File: src/rtl/cdb_pkg.sv
// Shared widths, the empty-tag value and the result record for the common data bus.
package cdb_pkg;

    localparam int unsigned DATA_W_DEF = 16;
    localparam int unsigned TAG_W_DEF  = 4;
    localparam int unsigned REG_W_DEF  = 4;

    localparam logic [3:0] TAG_NONE = 4'hF;

    typedef struct packed {
        logic [DATA_W_DEF-1:0] data;
        logic [TAG_W_DEF-1:0]  src;
        logic [REG_W_DEF-1:0]  regIdx;
        logic                  nowb;
    } cdb_result_t;

endpackage

File: src/rtl/rr_arbiter.sv
// Round-robin arbiter: one-hot grant among candidates, search starts after the last winner.
module rr_arbiter #(
    parameter int unsigned NREQ = 2
) (
    input  logic            clk,
    input  logic            rst,
    input  logic [NREQ-1:0] candidates,
    output logic [NREQ-1:0] grant
);

    localparam int unsigned IDX_W = (NREQ > 1) ? $clog2(NREQ) : 1;

    logic [IDX_W-1:0] lastGrant;
    logic [IDX_W-1:0] winIdx;
    logic             found;
    int unsigned      idx;

    always_comb begin
        grant  = '0;
        winIdx = lastGrant;
        found  = 1'b0;
        idx    = 0;
        for (int unsigned k = 1; k <= NREQ; k++) begin
            idx = (32'(lastGrant) + k) % NREQ;
            if (!found && candidates[idx]) begin
                found      = 1'b1;
                grant[idx] = 1'b1;
                winIdx     = IDX_W'(idx);
            end
        end
    end

    // Idle cycles keep the previous winner so fairness survives gaps.
    always_ff @(posedge clk or posedge rst) begin
        if (rst)
            lastGrant <= IDX_W'(NREQ - 1);
        else if (found)
            lastGrant <= winIdx;
    end

endmodule

File: src/rtl/cdb_arbiter.sv
// Merges NREQ result producers onto one registered common data bus, round-robin.
// CDB_SKID_EN adds a holding register per requester so req_ready never depends on req_valid.
module cdb_arbiter
    import cdb_pkg::*;
#(
    parameter int unsigned NREQ   = 2,
    parameter int unsigned DATA_W = DATA_W_DEF,
    parameter int unsigned TAG_W  = TAG_W_DEF,
    parameter int unsigned REG_W  = REG_W_DEF
) (
    input  logic                 clk,
    input  logic                 rst,
    input  logic [NREQ-1:0]        req_valid,
    output logic [NREQ-1:0]        req_ready,
    input  logic [NREQ*DATA_W-1:0] req_data,
    input  logic [NREQ*TAG_W-1:0]  req_src,
    input  logic [NREQ*REG_W-1:0]  req_reg,
    input  logic [NREQ-1:0]        req_nowb,
    output logic                 cdb_valid,
    output logic [DATA_W-1:0]    cdb_data,
    output logic [TAG_W-1:0]     cdb_src,
    output logic [REG_W-1:0]     cdb_reg,
    output logic                 cdb_nowb,
    output logic [NREQ-1:0]      cdb_grant,
    output logic [15:0]          conflict_count
);

    logic [NREQ-1:0]   cand;
    logic [NREQ-1:0]   grant;
    logic [DATA_W-1:0] entData [NREQ];
    logic [TAG_W-1:0]  entSrc  [NREQ];
    logic [REG_W-1:0]  entReg  [NREQ];
    logic [NREQ-1:0]   entNowb;
    logic [DATA_W-1:0] selData;
    logic [TAG_W-1:0]  selSrc;
    logic [REG_W-1:0]  selReg;
    logic              selNowb;

    rr_arbiter #(.NREQ(NREQ)) uArb (
        .clk        (clk),
        .rst        (rst),
        .candidates (cand),
        .grant      (grant)
    );

`ifdef CDB_SKID_EN
    logic [NREQ-1:0] holdFull;
    logic [NREQ-1:0] accept;

    // A slot being broadcast this cycle can be refilled in the same cycle.
    assign cand      = holdFull;
    assign req_ready = ~holdFull | grant;
    assign accept    = req_valid & req_ready;

    always_ff @(posedge clk or posedge rst) begin
        if (rst) begin
            holdFull <= '0;
            entNowb  <= '0;
            for (int unsigned i = 0; i < NREQ; i++) begin
                entData[i] <= '0;
                entSrc[i]  <= '0;
                entReg[i]  <= '0;
            end
        end else begin
            for (int unsigned i = 0; i < NREQ; i++) begin
                if (accept[i]) begin
                    holdFull[i] <= 1'b1;
                    entData[i]  <= req_data[i*DATA_W +: DATA_W];
                    entSrc[i]   <= req_src[i*TAG_W +: TAG_W];
                    entReg[i]   <= req_reg[i*REG_W +: REG_W];
                    entNowb[i]  <= req_nowb[i];
                end else if (grant[i]) begin
                    holdFull[i] <= 1'b0;
                end
            end
        end
    end
`else
    assign cand      = req_valid;
    assign req_ready = grant;
    assign entNowb   = req_nowb;

    always_comb begin
        for (int unsigned i = 0; i < NREQ; i++) begin
            entData[i] = req_data[i*DATA_W +: DATA_W];
            entSrc[i]  = req_src[i*TAG_W +: TAG_W];
            entReg[i]  = req_reg[i*REG_W +: REG_W];
        end
    end
`endif

    always_comb begin
        selData = '0;
        selSrc  = '0;
        selReg  = '0;
        selNowb = 1'b0;
        for (int unsigned i = 0; i < NREQ; i++) begin
            if (grant[i]) begin
                selData = entData[i];
                selSrc  = entSrc[i];
                selReg  = entReg[i];
                selNowb = entNowb[i];
            end
        end
    end

    always_ff @(posedge clk or posedge rst) begin
        if (rst) begin
            cdb_valid      <= 1'b0;
            cdb_data       <= '0;
            cdb_src        <= TAG_W'(TAG_NONE);
            cdb_reg        <= '0;
            cdb_nowb       <= 1'b0;
            cdb_grant      <= '0;
            conflict_count <= '0;
        end else begin
            cdb_valid <= |grant;
            cdb_grant <= grant;
            if (|grant) begin
                cdb_data <= selData;
                cdb_src  <= selSrc;
                cdb_reg  <= selReg;
                cdb_nowb <= selNowb;
            end
            if ($countones(cand) > 1 && conflict_count != '1)
                conflict_count <= conflict_count + 16'd1;
        end
    end

endmodule

File: config.mk
export PLATFORM = sky130hd
export DESIGN_NAME = cdb_arbiter
export DESIGN_NICKNAME = d
export VERILOG_FILES = /design/src/rtl/cdb_pkg.sv /design/src/rtl/rr_arbiter.sv /design/src/rtl/cdb_arbiter.sv
export SDC_FILE = /design/constraint.sdc
export NUM_CORES = 1
export LEC_CHECK = 0
export BUFFER_PORTS_ARGS = -buffer_cell sky130_fd_sc_hd__buf_2
export CORE_UTILIZATION = 47
export CTS_CLUSTER_SIZE = 24
export DETAILED_ROUTE_END_ITERATION = 7
export PLACE_DENSITY = 0.9
export SLEW_MARGIN = 10
export SYNTH_ARGS = -nofsm -noshare
export SYNTH_HDL_FRONTEND = slang
export SYNTH_SLANG_ARGS = --single-unit
export TNS_END_PERCENT = 20
File: constraint.sdc
create_clock -name clk -period 1.85 [get_ports clk]
set_input_delay 0.185 -clock clk [delete_from_list [all_inputs] [get_ports clk]]
set_output_delay 0.185 -clock clk [all_outputs]
set_load 0.02 [all_outputs]
==> results.toml, run 1 <==
[finish]
mostFrequentLayoutCells = "buf_2 (99), dfrtp_1 (40), inv_1 (28), nor2_1 (27)"
layout-drive-gt1-share = 0.370
final_common_cell = "buf_2"
regArea_mm2 = 0.00113
syn2layout_area_growth_pct = 29.2
multi_input_area_um2 = 975
fill_cells = 381
reg_top3 = "cdb_data: 16 flops, conflict_count: 16 flops"
nNetsFinal = 405
post-route-util = 0.655
n_antenna_cell = 0

[floorplan]
die_h_um = 71.7
dieArea_mm2 = 0.00514
initial_core_util = 0.507
fp.dieW_um = 71.7
core_mm2 = 0.00450
rows = 24
ios = 100

[synthesis]
synth.net_count = 308
seq_area_frac_synth = 0.496
syn_inst = 253
ys_ff_latch = 45
avgSynthCellArea_um2 = 9.02
yosysUniqueCellTypes = 33
yosysWarnings = 0
syn_area_mm2 = 0.00228

[power_and_ir_drop]
clkPwrFrac = 0.224
p_sw_frac = 0.360
power_density_mw_per_mm2 = 947
ir_drop_mv = 0.557
intPower_mw = 1.79
pwr-share-seq = 0.468
leakage_nw = 1.49
power_frac_comb = 0.308
switching_power_mw = 1.01
power_mw = 2.79

[setup_path]
crit_path_end_kind = "flip-flop"
criticalPathCategory = "flip-flop to flip-flop"
required_ns = 2.07
cpMaxStageDelayCell = "or4_4"
cp.arrival_ns = 1.93
worstPathCellList = "ha_2 -> inv_1 -> or4_4 -> nor3_2 -> xor2_1"
r2r_cells = 5
cp-start-kind = "flip-flop"
slowest_delay_ns = 0.57
crit_fanout = 5

[sta]
slew_headroom = 0.544
post-route-min-period_ns = 1.71
hold_violations = 0
setup_viol = 0
skew_ns = 0.00925
drv_slew = 0
rsz0062_at_grt = "false"
fin_tns_setup_ns = 0
setup_ws_ns = 0.139
tightest_slew_ns = 0.684
fmax_mhz = 584
worst_hold_slack_ns = 0.120
period_share = 0.925

[detailed_routing]
wire_per_inst_um = 14.7
wl_met2_um = 2910
topRoutingLayerUsed = "met4"
drc = 0
dr.first_iter.drc_count = 99
drtAntennaViolNets = 0
dr_wl_met3_um = 413
vias = 2236
firstDrtPassIters = 4
wirelength_um = 5920
wl_met1_um = 2530
vias_per_cell = 5.55

[global_route]
grt_max_degree = 78
grt_pass1_vias = 2097
grt_usage = 0.241
antenna_found_initial = 0
grt.overflow.total = 0
grt_pass1_wl_um = 9540

[status]
outcome = "complete, no violations"

[cts]
htree_levels = 2
numCtsBuffers = 5
cts_tree = "done"
cts_buffer_depth = 2
cts-root-buf = "clkbuf_8"
clk_pin_slew_ns = 0.08
cts_sinks = 45
worstSkewPairLatency_ns = 0.30

[place]
hpwl_um = 4220
routabilityCongestion = 0.838
portBuffers = 99
place_ws_ns = 0.102

[hold_path]
whs_path_depth = 3
min_path_type = "input pin to flip-flop"

[run]
maxCapViolations = 0
layout make-up:
class,instances,share of cell area
Timing Repair Buffer,108,0.196
Sequential cell,45,0.384
Clock buffer,8,0.0305
Multi-Input combinational cell,161,0.331
Inverter,29,0.0369
Tap cell,52,0.0221
final timing paths:
check / from / end / slack, ns
worst max-delay path: conflict_count[1]$_DFFE_PP0P_ / conflict_count[12]$_DFFE_PP0P_ / 0.14
worst min register to register: conflict_count[9]$_DFFE_PP0P_ / conflict_count[9]$_DFFE_PP0P_ / 0.50
min in group asynchronous: rst / cdb_data[4]$_DFFE_PP0P_ / 0.46
worst min-delay path: req_src[1] / cdb_src[1]$_DFFE_PP1P_ / 0.12
max in group asynchronous: rst / cdb_src[3]$_DFFE_PP1P_ / 0.77
worst max register to register: conflict_count[1]$_DFFE_PP0P_ / conflict_count[12]$_DFFE_PP0P_ / 0.14
critical path, delay by kind of cell, from the launching register on:
family                     cells  cell delay (ns)
and+or+nand+nor                2             0.76
buffers and inverters          1             0.07
adders and majority gates      1             0.24
DFF                            1             0.41
xor gates and xnor gates       1             0.16
routing by layer:
| metal | track usage | vias up |
|---|---|---|
| li1 | - | 1092 |
| met2 | 0.403 | 94 |
| met4 | 0.0697 | 0 |
| met1 | 0.319 | 1043 |
| met3 | 0.0492 | 7 |
| met5 | 0 | - |
kinds of logic after synthesis:
family,count (synthesis),synth area share
AOI/OAI and AO/OA,81,0.210
and+or+nand+nor,64,0.150
buffers and inverters,47,0.0789
DFF,45,0.496
xor gates and xnor gates,13,0.0499
muxes,2,0.00987
adders and majority gates,1,0.00548
per-stage QoR:
step,cell area (µm²),std cells
2_1_floorplan,2280,253
3_3_place_gp,2840,393
3_5_place_dp,2840,393
4_1_cts,2940,402
5_1_grt,2950,403
6_report,2950,403
repair_timing:
| item | CTS | global route |
|---|---|---|
| buffers inserted | 0 | 1 |
| endpoints found under the setup margin | 0 | 3 |
| hold endpoints to repair | 16 | 0 |
| resized for setup | 0 | 3 |
| hold buffers | 1 | 0 |
power by group through the flow:
stage          logic (mW)  clock network (mW)  registers (mW)
6_report            0.861               0.625            1.31
3_5_place_dp        0.833                   0            1.32
4_1_cts             0.834               0.641            1.31
5_1_grt             0.948               0.676            1.33
3_3_place_gp        0.811                   0            1.31
2_1_floorplan       0.346                   0            1.49
Yosys cell counts:
library cell,n,share of area
a21boi_0,1,0.0033
a21oi_1,25,0.055
a31oi_1,25,0.069
and2_1,1,0.0027
and4_1,1,0.0038
and4_2,1,0.0044
buf_1,3,0.0049
buf_2,3,0.0066
clkbuf_1,12,0.020
dfrtp_1,40,0.44
dfstp_2,5,0.058
ha_1,1,0.0055
inv_1,29,0.048
mux2_2,2,0.0099
nand2_1,9,0.015
nand3_1,7,0.015
nand4_1,2,0.0055
nand4_2,1,0.0055
nor2_1,27,0.044
nor3_1,4,0.0088
nor3_2,2,0.0088
nor4_1,4,0.011
nor4_4,1,0.0093
nor4b_1,2,0.0077
o2111ai_1,1,0.0038
o211ai_1,1,0.0033
o21a_1,1,0.0033
o21ai_0,2,0.0044
o22ai_1,25,0.069
or2_2,1,0.0027
or4_4,1,0.0049
xnor2_1,2,0.0077
xor2_1,11,0.042
No activity file was read; power rests on OpenSTA's default activity.
==> run 2: changes to the inputs <==
--- a/config.mk
+++ b/config.mk
@@ -6,11 +6,13 @@
 export NUM_CORES = 1
 export LEC_CHECK = 0
 export BUFFER_PORTS_ARGS = -buffer_cell sky130_fd_sc_hd__buf_2
+export CORE_MARGIN = 4
 export CORE_UTILIZATION = 47
 export CTS_CLUSTER_SIZE = 24
 export DETAILED_ROUTE_END_ITERATION = 7
+export GPL_ROUTABILITY_DRIVEN = 0
 export PLACE_DENSITY = 0.9
-export SLEW_MARGIN = 10
+export SLEW_MARGIN = 25
 export SYNTH_ARGS = -nofsm -noshare
 export SYNTH_HDL_FRONTEND = slang
 export SYNTH_SLANG_ARGS = --single-unit
==> run 2 against run 1 <==
- worst hold slack improved by 0.0013 ns
- flip-flop and latch count unchanged
- final cell count increased by 4.0%
- clock power increased by 23%
- count of clock-buffer cells in the layout decreased by 2
- clock skew about the same
- first-iteration DRC count increased by 1.0%
- worst setup slack got worse by 0.0035 ns
==> results.toml, run 2 (same netlist as run 1, synthesis figures left out) <==
[power_and_ir_drop]
power_mw = 2.91
switching_power_mw = 1.00
power_density_mw_per_mm2 = 971
intPower_mw = 1.90
power_frac_comb = 0.288
pwr-share-seq = 0.449
ir_drop_mv = 0.464
leakage_nw = 1.50
p_sw_frac = 0.345
clkPwrFrac = 0.263

[finish]
layout-drive-gt1-share = 0.375
fill_cells = 400
final_common_cell = "buf_2"
mostFrequentLayoutCells = "buf_2 (99), dfrtp_1 (40), inv_1 (28), nor2_1 (27)"
regArea_mm2 = 0.00113
nNetsFinal = 406
multi_input_area_um2 = 976
syn2layout_area_growth_pct = 31.2
n_antenna_cell = 0
reg_top3 = "cdb_data: 16 flops, conflict_count: 16 flops"

[setup_path]
r2r_start = "conflict_count[0]$_DFFE_PP0P_"
cp.arrival_ns = 1.93
cp-start-kind = "flip-flop"
critPathTopFamily = "simple AND/OR/NAND/NOR gates"
cpMaxStageDelayCell = "or4_4"
slowest_delay_ns = 0.56
worstPathCellList = "ha_1 -> inv_1 -> or4_4 -> nor3_2 -> xor2_1"
startpoint = "conflict_count[0]$_DFFE_PP0P_"
required_ns = 2.06
crit_path_end_kind = "flip-flop"
critPathBufInv = 1
criticalPathCategory = "flip-flop to flip-flop"
crit_fanout = 5

[sta]
fin_tns_setup_ns = 0
hold_violations = 0
setup_viol = 0
tightest_slew_ns = 0.513
slew_headroom = 0.658
rsz0062_at_grt = "false"
post-route-min-period_ns = 1.71
skew_ns = 0.00884
worst_hold_slack_ns = 0.122
fmax_mhz = 583
period_share = 0.927
drv_slew = 0

[cts]
cts-root-buf = "clkbuf_8"
cts_tree = "done"
cts_sinks = 45
htree_levels = 2
clk_pin_slew_ns = 0.08
numCtsBuffers = 5
worstSkewPairLatency_ns = 0.29
cts_buffer_depth = 2

[global_route]
antenna_found_initial = 0
grt.overflow.total = 0
grt_usage = 0.208
grt_max_degree = 58
grt_pass1_vias = 2211
grt_pass1_wl_um = 10300

[floorplan]
fp.dieW_um = 77.7
core_mm2 = 0.00472
rows = 25
die_h_um = 77.7
ios = 100
initial_core_util = 0.483
dieArea_mm2 = 0.00603

[detailed_routing]
drc = 0
drtAntennaViolNets = 0
firstDrtPassIters = 4
wirelength_um = 5990
vias_per_cell = 5.30
vias = 2222
dr.first_iter.drc_count = 100
wire_per_inst_um = 14.3

[place]
portBuffers = 99
hpwl_um = 4440

[run]
maxCapViolations = 0

[hold_path]
min-delay-start = "req_src[0]"
min_path_type = "input pin to flip-flop"

[status]
outcome = "complete, no violations"
## run 2: path summary, 6_finish.rpt
path | to | slack, ns | cells past startpoint
setup reg to reg | conflict_count[12]$_DFFE_PP0P_ | 0.14 | 5
max in group asynchronous | cdb_valid$_DFF_PP0_ | 0.72 | 4
hold / removal | cdb_src[0]$_DFFE_PP1P_ | 0.12 | 3
setup / recovery | conflict_count[12]$_DFFE_PP0P_ | 0.14 | 5
hold reg to reg | conflict_count[9]$_DFFE_PP0P_ | 0.51 | 1
min in group asynchronous | cdb_data[0]$_DFFE_PP0P_ | 0.44 | 3
## run 2: worst register-to-register path, delay by kind of cell, from the launching register on
| kind | cells | cell delay (ns) |
|---|---|---|
| fa+ha+maj | 1 | 0.24 |
| simple gates | 2 | 0.74 |
| flops | 1 | 0.42 |
| buf+inv | 1 | 0.07 |
| xor+xnor | 1 | 0.16 |
## run 2: repair_timing
item                       in CTS  in global routing
hold endpoints to repair       16                  0
setup endpoints to repair       0                  1
gates resized for setup         0                  1
hold buffers                    1                  0
buffers inserted                0                  0
## run 2: per-stage QoR
stage          setup slack [ns]  cells   util  instance area, µm²
4_1_cts                   0.122    419  0.633                2990
3_3_place_gp              0.201    410  0.605                2860
2_1_floorplan             0.111    253      -                2280
6_report                  0.135    419  0.634                2990
5_1_grt                 0.00143    419  0.634                2990
3_5_place_dp              0.137    410  0.605                2860
## run 2: power by group through the flow
stage               Clock [mW]  Sequential, mW  Combinational, mW
finish                   0.766            1.31              0.836
global route             0.819            1.34              0.921
CTS                      0.782            1.30              0.842
detailed placement           0            1.32              0.839
global placement             0            1.30              0.823
floorplan                    0            1.49              0.346
## run 2: final cells by class
type,instances,share of cell area
inverter,29,0.0364
tap,67,0.0280
clock inverter,2,0.0125
timing repair buffer,109,0.191
multi-input combinational,161,0.326
clock buffer,6,0.0276
sequential,45,0.378
## run 2: layer usage
layer | share of wire | GRT usage | vias to the layer above
met5 | 0 | 0 | -
met4 | 0.0045 | 0.0445 | 0
met3 | 0.085 | 0.0661 | 4
met2 | 0.48 | 0.343 | 85
met1 | 0.43 | 0.266 | 1042
li1 | - | - | 1091
